`config.mk`:
```
export PLATFORM = sky130hd
export DESIGN_NAME = basic_loops_feeder
export DESIGN_NICKNAME = d
export VERILOG_FILES = /design/src/rtl/basic_loops_feeder_pkg.sv /design/src/rtl/feeder_array_ram.sv /design/src/rtl/basic_loops_feeder.sv
export SDC_FILE = /design/constraint.sdc
export NUM_CORES = 1
export LEC_CHECK = 0
export ABC_AREA = 1
export BUFFER_PORTS_ARGS = -buffer_cell sky130_fd_sc_hd__buf_2
export CORE_MARGIN = 2
export CORE_UTILIZATION = 55
export CTS_BUF_LIST = sky130_fd_sc_hd__clkbuf_16
export CTS_CLUSTER_SIZE = 20
export DETAILED_ROUTE_END_ITERATION = 10
export PLACE_DENSITY = 0.74
export SETUP_SLACK_MARGIN = 0.2
export SYNTH_ARGS = -nofsm -noshare
export SYNTH_HDL_FRONTEND = slang
export SYNTH_SLANG_ARGS = --single-unit
```
`constraint.sdc`:
```
create_clock -name ap_clk -period 2.3 [get_ports ap_clk]
set_input_delay 0.46 -clock ap_clk [delete_from_list [all_inputs] [get_ports ap_clk]]
set_output_delay 0.46 -clock ap_clk [all_outputs]
set_load 0.05 [all_outputs]
```
`src/rtl/basic_loops_feeder_pkg.sv`:
```
// Shared definitions for the basic_loops feeder: controller states and the
// default geometry of the array handed to the basic_loops core.
package basic_loops_feeder_pkg;

    localparam int DEPTH_DEF = 16;  // array entries
    localparam int AW_DEF    = 4;   // core address width
    localparam int DW_DEF    = 8;   // element width
    localparam int RW_DEF    = 13;  // ap_return width

    // LOAD: filling the array, START: ap_start raised, RUN: waiting for done,
    // OUT: result held on the result port.
    typedef enum logic [1:0] {
        LOAD  = 2'd0,
        START = 2'd1,
        RUN   = 2'd2,
        OUT   = 2'd3
    } state_t;

endpackage

```
`src/rtl/feeder_array_ram.sv`:
```
// DEPTH x DW register array: one write port driven by the load side and one
// registered read port with clock enable that serves the core's A port.
module feeder_array_ram #(
    parameter int DEPTH = 16,
    parameter int AW    = 4,
    parameter int DW    = 8
) (
    input  logic          clk,
    input  logic          rst,
    input  logic          we,
    input  logic [AW-1:0] waddr,
    input  logic [DW-1:0] wdata,
    input  logic          ce,
    input  logic [AW-1:0] raddr,
    output logic [DW-1:0] q
);

    logic [DW-1:0] mem [DEPTH];

    // Write port: contents are never cleared, every entry is rewritten before use.
    always_ff @(posedge clk) begin
        if (we) begin
            mem[waddr] <= wdata;
        end
    end

    // Read port: one-cycle latency, holds when ce is low, zero for addresses past the array.
    always_ff @(posedge clk) begin
        if (rst) begin
            q <= '0;
        end else if (ce) begin
            if ({1'b0, raddr} < (AW+1)'(DEPTH)) begin
                q <= mem[raddr];
            end else begin
                q <= '0;
            end
        end
    end

endmodule

```
`src/rtl/basic_loops_feeder.sv`:
```
// Feeder/collector for the basic_loops HLS core: loads a byte array from a
// stream, serves the core's array read port, runs one ap_ctrl_hs start/done
// handshake per array and presents ap_return on a result port.
//
// Handshakes: a stream beat moves on every cycle where valid and ready are
// both high at the clock edge; valid, once raised, stays high with stable
// data until that edge, and ready may depend combinationally on state only.
module basic_loops_feeder
    import basic_loops_feeder_pkg::*;
#(
    parameter int DEPTH = DEPTH_DEF,
    parameter int AW    = AW_DEF,
    parameter int DW    = DW_DEF,
    parameter int RW    = RW_DEF
) (
    input  logic          ap_clk,
    input  logic          ap_rst,
    input  logic [DW-1:0] s_data,
    input  logic          s_valid,
    output logic          s_ready,
    output logic [RW-1:0] m_result,
    output logic          m_valid,
    input  logic          m_ready,
    output logic          ap_start,
    input  logic          ap_done,
    input  logic          ap_idle,
    input  logic          ap_ready,
    input  logic [AW-1:0] A_address0,
    input  logic          A_ce0,
    output logic [DW-1:0] A_q0,
    input  logic [RW-1:0] ap_return,
    output logic          busy,
    output logic [AW:0]   fill_cnt,
    output state_t        dbg_state,
    output logic          dbg_core_idle
);

    state_t        state_q;
    logic [AW-1:0] wr_ptr;
    logic [AW:0]   fill_q;
    logic          accept;
    logic          last_accept;

    assign s_ready       = (state_q == LOAD) & ~ap_rst;
    assign accept        = s_valid & s_ready;
    assign last_accept   = accept & (fill_q == (AW+1)'(DEPTH - 1));
    assign busy          = (state_q != LOAD);
    assign fill_cnt      = fill_q;
    assign dbg_state     = state_q;
    // The core's idle flag is status only; it is passed through for observation.
    assign dbg_core_idle = ap_idle;

    feeder_array_ram #(
        .DEPTH (DEPTH),
        .AW    (AW),
        .DW    (DW)
    ) u_ram (
        .clk   (ap_clk),
        .rst   (ap_rst),
        .we    (accept),
        .waddr (wr_ptr),
        .wdata (s_data),
        .ce    (A_ce0),
        .raddr (A_address0),
        .q     (A_q0)
    );

    // Transaction controller: load, start handshake, wait for done, hold result.
    always_ff @(posedge ap_clk) begin
        if (ap_rst) begin
            state_q  <= LOAD;
            wr_ptr   <= '0;
            fill_q   <= '0;
            ap_start <= 1'b0;
            m_valid  <= 1'b0;
            m_result <= '0;
        end else begin
            case (state_q)
                LOAD: begin
                    if (accept) begin
                        wr_ptr <= wr_ptr + AW'(1);
                        fill_q <= fill_q + (AW+1)'(1);
                        if (last_accept) begin
                            state_q  <= START;
                            ap_start <= 1'b1;
                        end
                    end
                end
                START: begin
                    // ap_start stays up until the core reports ap_ready.
                    if (ap_ready) begin
                        ap_start <= 1'b0;
                        if (ap_done) begin
                            m_result <= ap_return;
                            m_valid  <= 1'b1;
                            state_q  <= OUT;
                        end else begin
                            state_q  <= RUN;
                        end
                    end
                end
                RUN: begin
                    // ap_return is only meaningful in the ap_done cycle.
                    if (ap_done) begin
                        m_result <= ap_return;
                        m_valid  <= 1'b1;
                        state_q  <= OUT;
                    end
                end
                OUT: begin
                    if (m_ready) begin
                        m_valid <= 1'b0;
                        wr_ptr  <= '0;
                        fill_q  <= '0;
                        state_q <= LOAD;
                    end
                end
                default: begin
                    state_q <= LOAD;
                end
            endcase
        end
    end

endmodule

```
; After elaboration in Yosys (flattened, before gate mapping)
; Memory sizes are Yosys's and may differ from the RTL's. A register that Yosys moved wholly into a read port is not among the register bits.
; Cells that the tools add are included.
[totals]
reg_bits = 26
ramBits = 128
latchBits = 0
mem_bits_ro = 0
output_inout_bits = 33
elab_cells = 59
memories = 1
in_bits = 33
[op_classes]
muxes = 26
eq_ne = 9
magnitude_cmp = 0
mul = 0
shifts = 0
n_reduce_logical = 11
bitwise_logic = 4
n_addsub = 2
div_mod_pow = 0
[mem_list]
columns = memory, depth, word_bits, read_ports, rd_clocked_by_memory_dff, write_ports, line_no
row1 = u_ram.mem, 16, 8, 1, 1, 1, feeder_array_ram.sv:18  ; logic [DW-1:0] mem [DEPTH];
[op_table]
columns = cell, count
row1 = $mux 13, 2
row2 = $pmux 13 s2, 1
row3 = $mux 2, 5
row4 = $mux 5, 2
row5 = $ne 2x2->1 const B, 5
row6 = $pmux 5 s2, 1
row7 = $mux 1, 9
row8 = $mux 4, 2
row9 = $pmux 2 s4, 1
row10 = $pmux 4 s2, 1
row11 = $reduce_bool 2->1, 4
row12 = $reduce_and 3->1, 2
row13 = $add 5x1->5 const B, 1
row14 = $eq 5x4->1 const B, 1
row15 = $reduce_and 5->1, 1
row16 = $add 4x1->4 const B, 1
row17 = $eq 2x2->1 const B, 2
row18 = $reduce_and 4->1, 1
row19 = $and 1x1->1, 3
row20 = $pmux 1 s3, 1
row21 = $reduce_bool 3->1, 1
row22 = $eq 2x1->1 const B, 1
row23 = $logic_not 2->1, 1
row24 = $pmux 1 s2, 1
row25 = other kinds (2), 2

; Logic depth before layout (Yosys ltp)
; Gate-level depths: netlist of the first run.
[depth]
ltp_word = 7
ltp_mapped = 10
mapped_depth_nobuf = 10

; Hierarchy
; Synthesis of the first run repeated with hierarchy kept, for this count alone.
[hier_totals]
cells_unflattened = 668
hier_area_um2 = 6864.1
[by_module_without_submodules]
columns = mod, cells_each, seq_area_each_um2, area_each_um2, n_inst
row1 = feeder_array_ram, 490, 4003.8, 5577.8, 1
row2 = basic_loops_feeder, 178, 520.5, 1286.2, 1

; Least setup slack after synthesis of the first run
; Ideal clock, no wire load.
[synth_timing]
kind = register -> output
startpoint = register state_q[0], in the netlist dbg_state[0]
endpoint = output port s_ready
required_time_ps = 1840
n_path_buf = 0
path_slack_ps = -56
arrival_ps = 1896
stages_incl_launch_ff = 5
cell_sequence = dfxtp_1 inv_1 ha_1 inv_1 nor2_1
[synth_via]
elab_chain_cells = 2
[synth_lines]
columns = item, line_no
row1 = start: declaration, basic_loops_feeder.sv:38  ; state_t state_q;
row2 = start signal: assignment, basic_loops_feeder.sv:71  ; state_q <= LOAD;
row3 = start signal: assignment, basic_loops_feeder.sv:84  ; state_q <= START;
row4 = start signal: assignment, basic_loops_feeder.sv:96  ; state_q <= OUT;
row5 = $logic_not 2->1, basic_loops_feeder.sv:44  ; assign s_ready = (state_q == LOAD) & ~ap_rst;
row6 = $and 1x1->1, basic_loops_feeder.sv:44
row7 = end: declaration, basic_loops_feeder.sv:20  ; output logic s_ready,
; Every way passes these cells.

; Final worst setup path of the first run
[layout_timing]
startpoint = register state_q[1], in the netlist dbg_state[1]
endpoint = output port s_ready
; The elaborated chain is that of the path after synthesis.

==> results of run 1 <==
area by class of cell:
cell class / instances / share of cell area (%)
clock buffers: 17 / 5.41
well taps: 168 / 2.67
inverters: 42 / 2.04
clock inverters: 15 / 1.30
flip-flops and latches: 162 / 57.5
multi-input cells: 412 / 24.7
repair buffers: 86 / 6.39
what timing repair did:
action	in CTS	in global routing
endpoints found under the setup margin	0	2
hold buffers	0	0
gates resized for setup	0	2
how the worst max path moves through the flow:
stage | from | endpoint | slack [ns] | cells after the start
floorplan | dbg_state[1]$_SDFFE_PP0P_ | s_ready | 0.31 | 4
global placement | A_address0[1] | u_ram.q[2]$_SDFFE_PP0P_ | 0.54 | 9
detailed placement | dbg_state[1]$_SDFFE_PP0P_ | u_ram.mem[11][3]$_DFFE_PP_ | 0.51 | 7
CTS | dbg_state[1]$_SDFFE_PP0P_ | s_ready | 0.24 | 5
global route | dbg_state[1]$_SDFFE_PP0P_ | s_ready | 0.21 | 5
finish | dbg_state[1]$_SDFFE_PP0P_ | s_ready | 0.32 | 5
synth_stat cells (all sizes together):
cell	number	share of area, %
nand2	196	11
edfxtp	128	56
nand3	108	8.0
nor2	45	2.6
inv	42	2.3
dfxtp	34	9.9
buf	29	3.3
o21ai	22	1.9
a21oi	21	1.9
ha	11	2.0
clkbuf	3	0.22
xor2	3	0.38
a22oi	1	0.11
a31oi	1	0.091
and3	1	0.091
nor3	1	0.073
nor3b	1	0.11
o211ai	1	0.11
critical path, stage by stage (launching register included):
cell	delay (ns)
dfxtp_2	0.34
inv_1	0.13
ha_2	0.24
inv_1	0.08
nor2_2	0.07
clkbuf_4	0.22
cell families after synthesis:
| family | count (synthesis) | synth area share, % |
|---|---|---|
| buffers and inverters | 74 | 5.84 |
| and+or+nand+nor | 352 | 21.7 |
| DFF | 162 | 66.0 |
| AOI/OAI and AO/OA | 46 | 4.10 |
| xor gates and xnor gates | 3 | 0.383 |
| adders and majority gates | 11 | 2.01 |
registers in the layout (all words and copies together) (netlist names):
name       flops
u_ram.mem    128
m_result      13
u_ram.q        8
fill_cnt       5
wr_ptr         4
dbg_state      2
ap_start       1
m_valid        1
placed cells by master (no fill, tap or decap), drive strengths merged:
cell | synthesis | layout
clkinvlp | 0 | 2
a31oi | 1 | 1
dfxtp | 34 | 34
edfxtp | 128 | 128
o211ai | 1 | 1
ha | 11 | 11
inv | 42 | 44
o21ai | 22 | 22
nor2 | 45 | 45
buf | 29 | 85
nor3b | 1 | 1
and3 | 1 | 1
nor3 | 1 | 1
a21oi | 21 | 21
nand3 | 108 | 108
xor2 | 3 | 3
clkinv | 0 | 10
bufinv | 0 | 1
nand2 | 196 | 196
clkbuf | 3 | 18
a22oi | 1 | 1
layer usage:
| layer | up-vias | track usage [%] |
|---|---|---|
| met5 | - | 0 |
| met4 | 0 | 12.5 |
| met3 | 37 | 5.18 |
| met2 | 247 | 37.8 |
| met1 | 2332 | 34.2 |
| li1 | 2328 | - |
where the power goes:
part | internal (mW) | switching (mW)
clock network | 1.45 | 1.08
logic | 0.301 | 0.945
registers | 3.31 | 0.0853
total | 5.07 | 2.12
stage by stage:
stage | hold slack (ns) | std cells | worst slack, ns | total power [mW] | area [um2]
2_1_floorplan | 0.494 | 648 | 0.308 | 4.39 | 6860
3_3_place_gp | 0.429 | 870 | 0.542 | 4.67 | 7330
3_5_place_dp | 0.434 | 870 | 0.515 | 4.70 | 7330
4_1_cts | 0.258 | 902 | 0.243 | 7.20 | 7860
5_1_grt | 0.282 | 902 | 0.208 | 7.43 | 7870
6_report | 0.272 | 902 | 0.325 | 7.18 | 7870
==> impl_metrics.ini, run 1 <==
[drt]
route.vias.total = 4944
met1Wirelength_um = 6790
wl_met3_um = 1040
ant_nets = 0
topRoutingLayerUsed = met4
via_per_inst = 5.48
post_drt_wl_per_cell_um = 17.4
first_iter_violations = 589
drcViolationCount = 0
dr_wl_met2_um = 7390
postRouteWirelength_um = 15700
first_pass_iters = 5

[sta]
finClkSkew_ns = 0.00934
timing.slew.headroom_pct = 54.8
min_period_over_period_pct = 85.9
tightest_slew_ns = 0.675
setup_tns_ns = 0
hold_viol_final = 0
fmax_mhz = 506
fin_crit_ns = 1.98
slew_violations = 0
grt_setup_unrepaired = no
setup_violations = 0

[global_route]
grtUsageTotal_pct = 24.8
antenna_found_initial = 0
grt_pass1_wl_um = 24300
grt_max_degree = 65
grt_pass1_vias = 4564
grt_overflow = 0

[finish]
layout-drive-gt1-share_pct = 19.1
multi_input_area_mm2 = 0.00194
area_growth_pct = 14.7
n_antenna_cell = 0
seq_area_mm2 = 0.00453
nets = 765
nFillCells = 951
post-route-util_pct = 65.0

[floorplanning]
die_w_um = 116
fp-row-count = 40
core-area_mm2 = 0.0121
die_h_um = 116
pin_count = 66
start_util_pct = 56.6
die_area_mm2 = 0.0134

[yosys]
synth_seq_cells = 162
synthCells = 648
yosysSeqAreaShare_pct = 66.0
ys_warn_count = 0
yosys.cell_types.count = 31
netlist_area_mm2 = 0.00686
syn_avg_cell_area_um2 = 10.6
syn-num-nets = 692

[power]
ir_drop_mv = 0.729
leakagePower_nw = 3.16
powerDensity_mw_per_mm2 = 913

[placement]
dp_hpwl_um = 10400
io_buffers = 63
routabilityCongestion = 0.878

[cts]
numCtsBuffers = 17
clock_sinks = 162
cts_buffer_depth = 2
insertion_delay_ns = 0.43
h-tree-depth = 4
cts_tree = yes
clkTransAtPathRegs_ns = 0.06
cts_root_buffer = clkbuf_16
cts_setup_buffers = 0

[worst_setup_path]
reg2reg_depth = 7
cp.required_ns = 1.84
timing.rr.start = dbg_state[1]$_SDFFE_PP0P_
worst_ep_arrival_time_ns = 1.52
ff2ff_setup_slack_ns = 0.49
startpoint_type = flip-flop
critPathMaxFanout = 5
criticalPathCategory = flip-flop to output pin
reg2reg_to = u_ram.mem[12][3]$_DFFE_PP_
end_kind = output pin

[min_path]
holdCritPathClass = primary input to flip-flop
hold_depth = 2
min_to = ap_start$_SDFFE_PP0P_
hold_start = ap_ready

[run]
cap_violations = 0

[outcome]
status = finished clean
(Power assumes the default switching activity.)
==> run 2, diff against run 1 <==
--- a/config.mk
+++ b/config.mk
@@ -7,12 +7,14 @@
 export LEC_CHECK = 0
 export ABC_AREA = 1
 export BUFFER_PORTS_ARGS = -buffer_cell sky130_fd_sc_hd__buf_2
+export CELL_PAD_IN_SITES_DETAIL_PLACEMENT = 0
+export CELL_PAD_IN_SITES_GLOBAL_PLACEMENT = 1
 export CORE_MARGIN = 2
-export CORE_UTILIZATION = 55
+export CORE_UTILIZATION = 47
 export CTS_BUF_LIST = sky130_fd_sc_hd__clkbuf_16
 export CTS_CLUSTER_SIZE = 20
 export DETAILED_ROUTE_END_ITERATION = 10
-export PLACE_DENSITY = 0.74
+export PLACE_DENSITY = 0.79
 export SETUP_SLACK_MARGIN = 0.2
 export SYNTH_ARGS = -nofsm -noshare
 export SYNTH_HDL_FRONTEND = slang
==> run 2 against run 1 <==
Largest cell class unchanged. Critical endpoint unchanged. Utilization is 9.3 points lower. Clock skew decreased by 0.0014 ns. Sequential share of layout area shrank 0.95 points.
==> impl_metrics.ini, run 2 (synthesis gave the netlist of run 1 again) <==
[placement]
dp_hpwl_um = 10400
place_area_mm2 = 0.00733
place_ws_ns = 0.214
io_buffers = 63
routabilityCongestion = 0.853

[worst_setup_path]
reg2reg_to = u_ram.mem[9][7]$_DFFE_PP_
crit_family = buffers and inverters
ff2ff_setup_slack_ns = 0.44
startpoint_type = flip-flop
cp_num_cells = 5
cpMostUsedCell = inv_1
cp_slowest_cell = dfxtp_2
max_stage_delay_ns = 0.33
end_kind = output pin
cp.required_ns = 1.84
critPathMaxFanout = 5
startpoint = dbg_state[1]$_SDFFE_PP0P_
path_buf_inv = 3
critPathCapture = s_ready
worst_ep_arrival_time_ns = 1.54
criticalPathCategory = flip-flop to output pin
reg2reg_depth = 6
path_cells = inv_1, ha_2, inv_1, nor2_2, clkbuf_4
timing.rr.start = dbg_state[1]$_SDFFE_PP0P_

[drt]
post_drt_wl_per_cell_um = 17.4
ant_nets = 0
postRouteWirelength_um = 16000
first_iter_violations = 418
via_per_inst = 5.23
drcViolationCount = 0
first_pass_iters = 5
route.vias.total = 4792

[cts]
cts_tree = yes
clkTransAtPathRegs_ns = 0.06
cts_setup_buffers = 0
cts_resized = 0
numCtsBuffers = 17
cts_root_buffer = clkbuf_16
h-tree-depth = 4
cts_buffer_depth = 2
clock_sinks = 162
insertion_delay_ns = 0.42
holdBufCountCts = 0

[sta]
min_period_over_period_pct = 87.1
timing.slew.headroom_pct = 53.1
finClkSkew_ns = 0.00794
slew_violations = 0
tightest_slew_ns = 0.700
fin_crit_ns = 2.00
hold_viol_final = 0
setup_violations = 0
setup_tns_ns = 0
layout_setup_ws_ns = 0.296
grt_setup_unrepaired = no
fmax_mhz = 499

[run]
cap_violations = 0

[finish]
n_antenna_cell = 0
layout-drive-gt1-share_pct = 19.8
reg.largest.list = u_ram.mem (128), m_result (13), u_ram.q (8)
final_common_cell = nand2_1
top_register = u_ram.mem
area_growth_pct = 16.6
seq_area_mm2 = 0.00453
nets = 763
largest_register_ffs = 128
fin_area_mm2 = 0.00800
nFillCells = 1214
final_cell_mix = 193 x nand2_1, 128 x edfxtp_1, 107 x nand3_1
multi_input_area_mm2 = 0.00194

[floorplanning]
pin_count = 66
die_h_um = 125
die_area_mm2 = 0.0156
start_util_pct = 47.7
die_w_um = 125
fp-row-count = 44
core-area_mm2 = 0.0144

[global_route]
antenna_found_initial = 0
grt_overflow = 0
grtUsageTotal_pct = 21.4
grt_max_degree = 65
grt_pass1_vias = 4789
grt_pass1_wl_um = 25300

[power]
pwr-share-comb_pct = 15.9
sw_frac_of_total_pct = 27.5
ir_drop_mv = 0.633
leakagePower_nw = 3.21
power.internal_mw = 5.64
seqPwrFrac_pct = 43.7
clkPwrFrac_pct = 40.4
powerDensity_mw_per_mm2 = 973
p_switching_mw = 2.14

[outcome]
status = finished clean

[min_path]
holdCritPathClass = primary input to flip-flop
run 2: cell count changes in the layout (fill, tap and decap cells not counted):
cell / before / now
inv_6: 0 / 1
buf_12: 1 / 0
inv_1: 37 / 36
buf_4: 22 / 21
bufinv_16: 1 / 6
nor2_1: 41 / 39
clkinvlp_2: 1 / 0
clkinv_1: 4 / 0
nor2_2: 3 / 5
run 2: worst min-delay path by stage:
stage                                   startpoint                  endpoint  slack, ns  depth (start not counted)
after detailed placement  m_result[1]$_SDFFE_PP0P_  m_result[1]$_SDFFE_PP0P_       0.44                          2
after global placement    m_result[3]$_SDFFE_PP0P_  m_result[3]$_SDFFE_PP0P_       0.43                          2
final                                     ap_ready     ap_start$_SDFFE_PP0P_       0.29                          2
after floorplan             wr_ptr[3]$_SDFFE_PP0P_    wr_ptr[3]$_SDFFE_PP0P_       0.49                          2
after global routing                      ap_ready     ap_start$_SDFFE_PP0P_       0.28                          2
after CTS                                 ap_ready     ap_start$_SDFFE_PP0P_       0.26                          2
run 2: layout make-up:
class                           count  area share (%)
Multi-Input combinational cell    412            24.3
Tap cell                          184            2.88
Clock inverter                     15            2.97
Clock buffer                       17            5.32
Timing Repair Buffer               84            5.94
Sequential cell                   162            56.6
Inverter                           42            2.00
run 2: per-layer routing:
| metal | track usage, % | vias to the layer above | wire length, um |
|---|---|---|---|
| met5 | 0 | - | 0 |
| met4 | 8.72 | 0 | 376 |
| met3 | 4.30 | 29 | 653 |
| met2 | 35.7 | 134 | 7980 |
| met1 | 27.3 | 2301 | 6970 |
| li1 | - | 2328 | - |
run 2: power by group through the flow:
stage                     sequential (mW)  combinational, mW  clock, mW
after global routing                 3.42               1.33       3.30
after global placement               3.45               1.21          0
after detailed placement             3.46               1.23          0
final                                3.40               1.24       3.14
after CTS                            3.40               1.24       3.19
after floorplan                      3.85              0.542          0
run 2: stage by stage:
step / power [mW] / hold WS [ns] / cells / util (%)
4_1_cts: 7.83 / 0.264 / 916 / 55.6
6_report: 7.78 / 0.289 / 916 / 55.7
3_3_place_gp: 4.67 / 0.431 / 884 / 51.0
2_1_floorplan: 4.39 / 0.494 / 648 / -
5_1_grt: 8.06 / 0.278 / 916 / 55.7
3_5_place_dp: 4.69 / 0.436 / 884 / 51.0
==> run 3, diff against run 2 <==
--- a/config.mk
+++ b/config.mk
@@ -9,6 +9,7 @@
 export BUFFER_PORTS_ARGS = -buffer_cell sky130_fd_sc_hd__buf_2
 export CELL_PAD_IN_SITES_DETAIL_PLACEMENT = 0
 export CELL_PAD_IN_SITES_GLOBAL_PLACEMENT = 1
+export CORE_ASPECT_RATIO = 1.4
 export CORE_MARGIN = 2
 export CORE_UTILIZATION = 47
 export CTS_BUF_LIST = sky130_fd_sc_hd__clkbuf_16
==> run 3 against run 2 <==
Clock power down 16%. Sequential share of layout area up 0.31 points. Via count up 0.63%. Fmax up 1.6%. Global-route usage up 0.35 points. Critical endpoint unchanged. Highest routed layer unchanged.
==> impl_metrics.ini, run 3 (synthesis gave the netlist of run 1 again) <==
[global_route]
grt_max_degree = 43
use_met2_pct = 37.6
grtUsageTotal_pct = 21.7
antenna_found_initial = 0
grt_busiest_layer = met2
grt_pass1_vias = 4746
met3_usage_pct = 4.26
met1_usage_pct = 26.0
grt_pass1_wl_um = 25400
grt_overflow = 0

[worst_setup_path]
max_stage_delay_ns = 0.33
end_kind = output pin
crit_family = buffers and inverters
cpMostUsedCell = inv_1
cp_slowest_cell = dfxtp_2
worst_ep_arrival_time_ns = 1.51
startpoint_type = flip-flop
ff2ff_setup_slack_ns = 0.44
cp.required_ns = 1.84
path_buf_inv = 3
path_cells = inv_1, ha_2, inv_1, nor2_2, clkbuf_4
critPathMaxFanout = 5
criticalPathCategory = flip-flop to output pin

[finish]
nFillCells = 1265
top_register = u_ram.mem
nets = 765
final_cell_mix = 193 x nand2_1, 128 x edfxtp_1, 107 x nand3_1
layout-drive-gt1-share_pct = 20.0
final_common_cell = nand2_1
reg.largest.list = u_ram.mem (128), m_result (13), u_ram.q (8)
largest_register_ffs = 128
area_growth_pct = 16.0
n_antenna_cell = 0
finalNonFillerCells = 923

[placement]
dp_hpwl_um = 11000
routabilityCongestion = 0.879
io_buffers = 63
dp_cells = 891

[drt]
drcViolationCount = 0
postRouteWirelength_um = 16000
route.vias.total = 4822
post_drt_wl_per_cell_um = 17.4
via_per_inst = 5.22
first_iter_violations = 265
ant_nets = 0
first_pass_iters = 5

[sta]
setup_violations = 0
setup_tns_ns = 0
hold_viol_final = 0
slew_violations = 0
min_period_over_period_pct = 85.8
timing.slew.headroom_pct = 52.1
tightest_slew_ns = 0.715
finClkSkew_ns = 0.00639
fin_crit_ns = 1.97
fmax_mhz = 507
grt_setup_unrepaired = no

[cts]
cts_tree = yes
insertion_delay_ns = 0.42
cts_buffer_depth = 2
cts_setup_buffers = 0
clock_sinks = 162
holdBufCountCts = 0
numCtsBuffers = 17
h-tree-depth = 4
cts_root_buffer = clkbuf_16
clkTransAtPathRegs_ns = 0.06

[outcome]
status = finished clean

[min_path]
holdCritPathClass = primary input to flip-flop

[power]
ir_drop_mv = 0.665
leakagePower_nw = 3.18
powerDensity_mw_per_mm2 = 915

[floorplanning]
pin_count = 66
core-area_mm2 = 0.0144
die_area_mm2 = 0.0156
fp-row-count = 52
start_util_pct = 47.7
die_h_um = 147
die_w_um = 106

[run]
cap_violations = 0
-- run 3: power by group --
group	switching (mW)	internal (mW)	leakage, nW	total, mW
combinational	0.934	0.309	1.47	1.24
clock	1.15	1.50	0.274	2.64
sequential	0.0845	3.31	1.43	3.40
-- run 3: timing repair --
item / in CTS / in global routing
setup endpoints to repair: 8 / 18
resized for setup: 1 / 4
pin swaps: 0 / 0
-- run 3: worst reg2reg max path: stages (launching register included) --
cell and delay, ns:
dfxtp_2 0.33, inv_1 0.13, ha_2 0.25, nand3_2 0.12, inv_2 0.12, nand2_1 0.14
nor2_2 0.41
-- run 3: metal layers --
metal | share of wire [%] | up-vias
met5 | 0 | -
met4 | 2.8 | 0
met3 | 5.8 | 31
met2 | 52 | 162
met1 | 40 | 2290
li1 | - | 2339
-- run 3: path summary, 6_finish.rpt --
path / cells after the start / end / start
hold reg to reg: 2 / m_result[4]$_SDFFE_PP0P_ / m_result[4]$_SDFFE_PP0P_
setup reg to reg: 6 / u_ram.mem[12][0]$_DFFE_PP_ / dbg_state[1]$_SDFFE_PP0P_
setup / recovery: 5 / s_ready / dbg_state[1]$_SDFFE_PP0P_
hold / removal: 2 / ap_start$_SDFFE_PP0P_ / ap_ready
-- run 3: final cells by class --
cell class / instances / area, um2 / area share, %
clock buffer: 17 / 425 / 5.35
clock inverter: 15 / 133 / 1.67
inverter: 42 / 160 / 2.01
multi-input combinational: 412 / 1950 / 24.5
sequential: 162 / 4530 / 56.9
tap: 189 / 236 / 2.97
timing repair buffer: 86 / 528 / 6.64
-- run 3: metrics by stage --
stage          hold WS [ns]  cell area [um2]  setup WS, ns  util (%)  total power, mW
2_1_floorplan         0.494             6860         0.308         -             4.39
3_3_place_gp          0.429             7390         0.305      51.4             4.68
3_5_place_dp          0.436             7390         0.221      51.4             4.70
4_1_cts               0.264             7950         0.233      55.3             7.34
5_1_grt               0.281             7960         0.221      55.3             7.56
6_report              0.279             7960         0.328      55.3             7.28
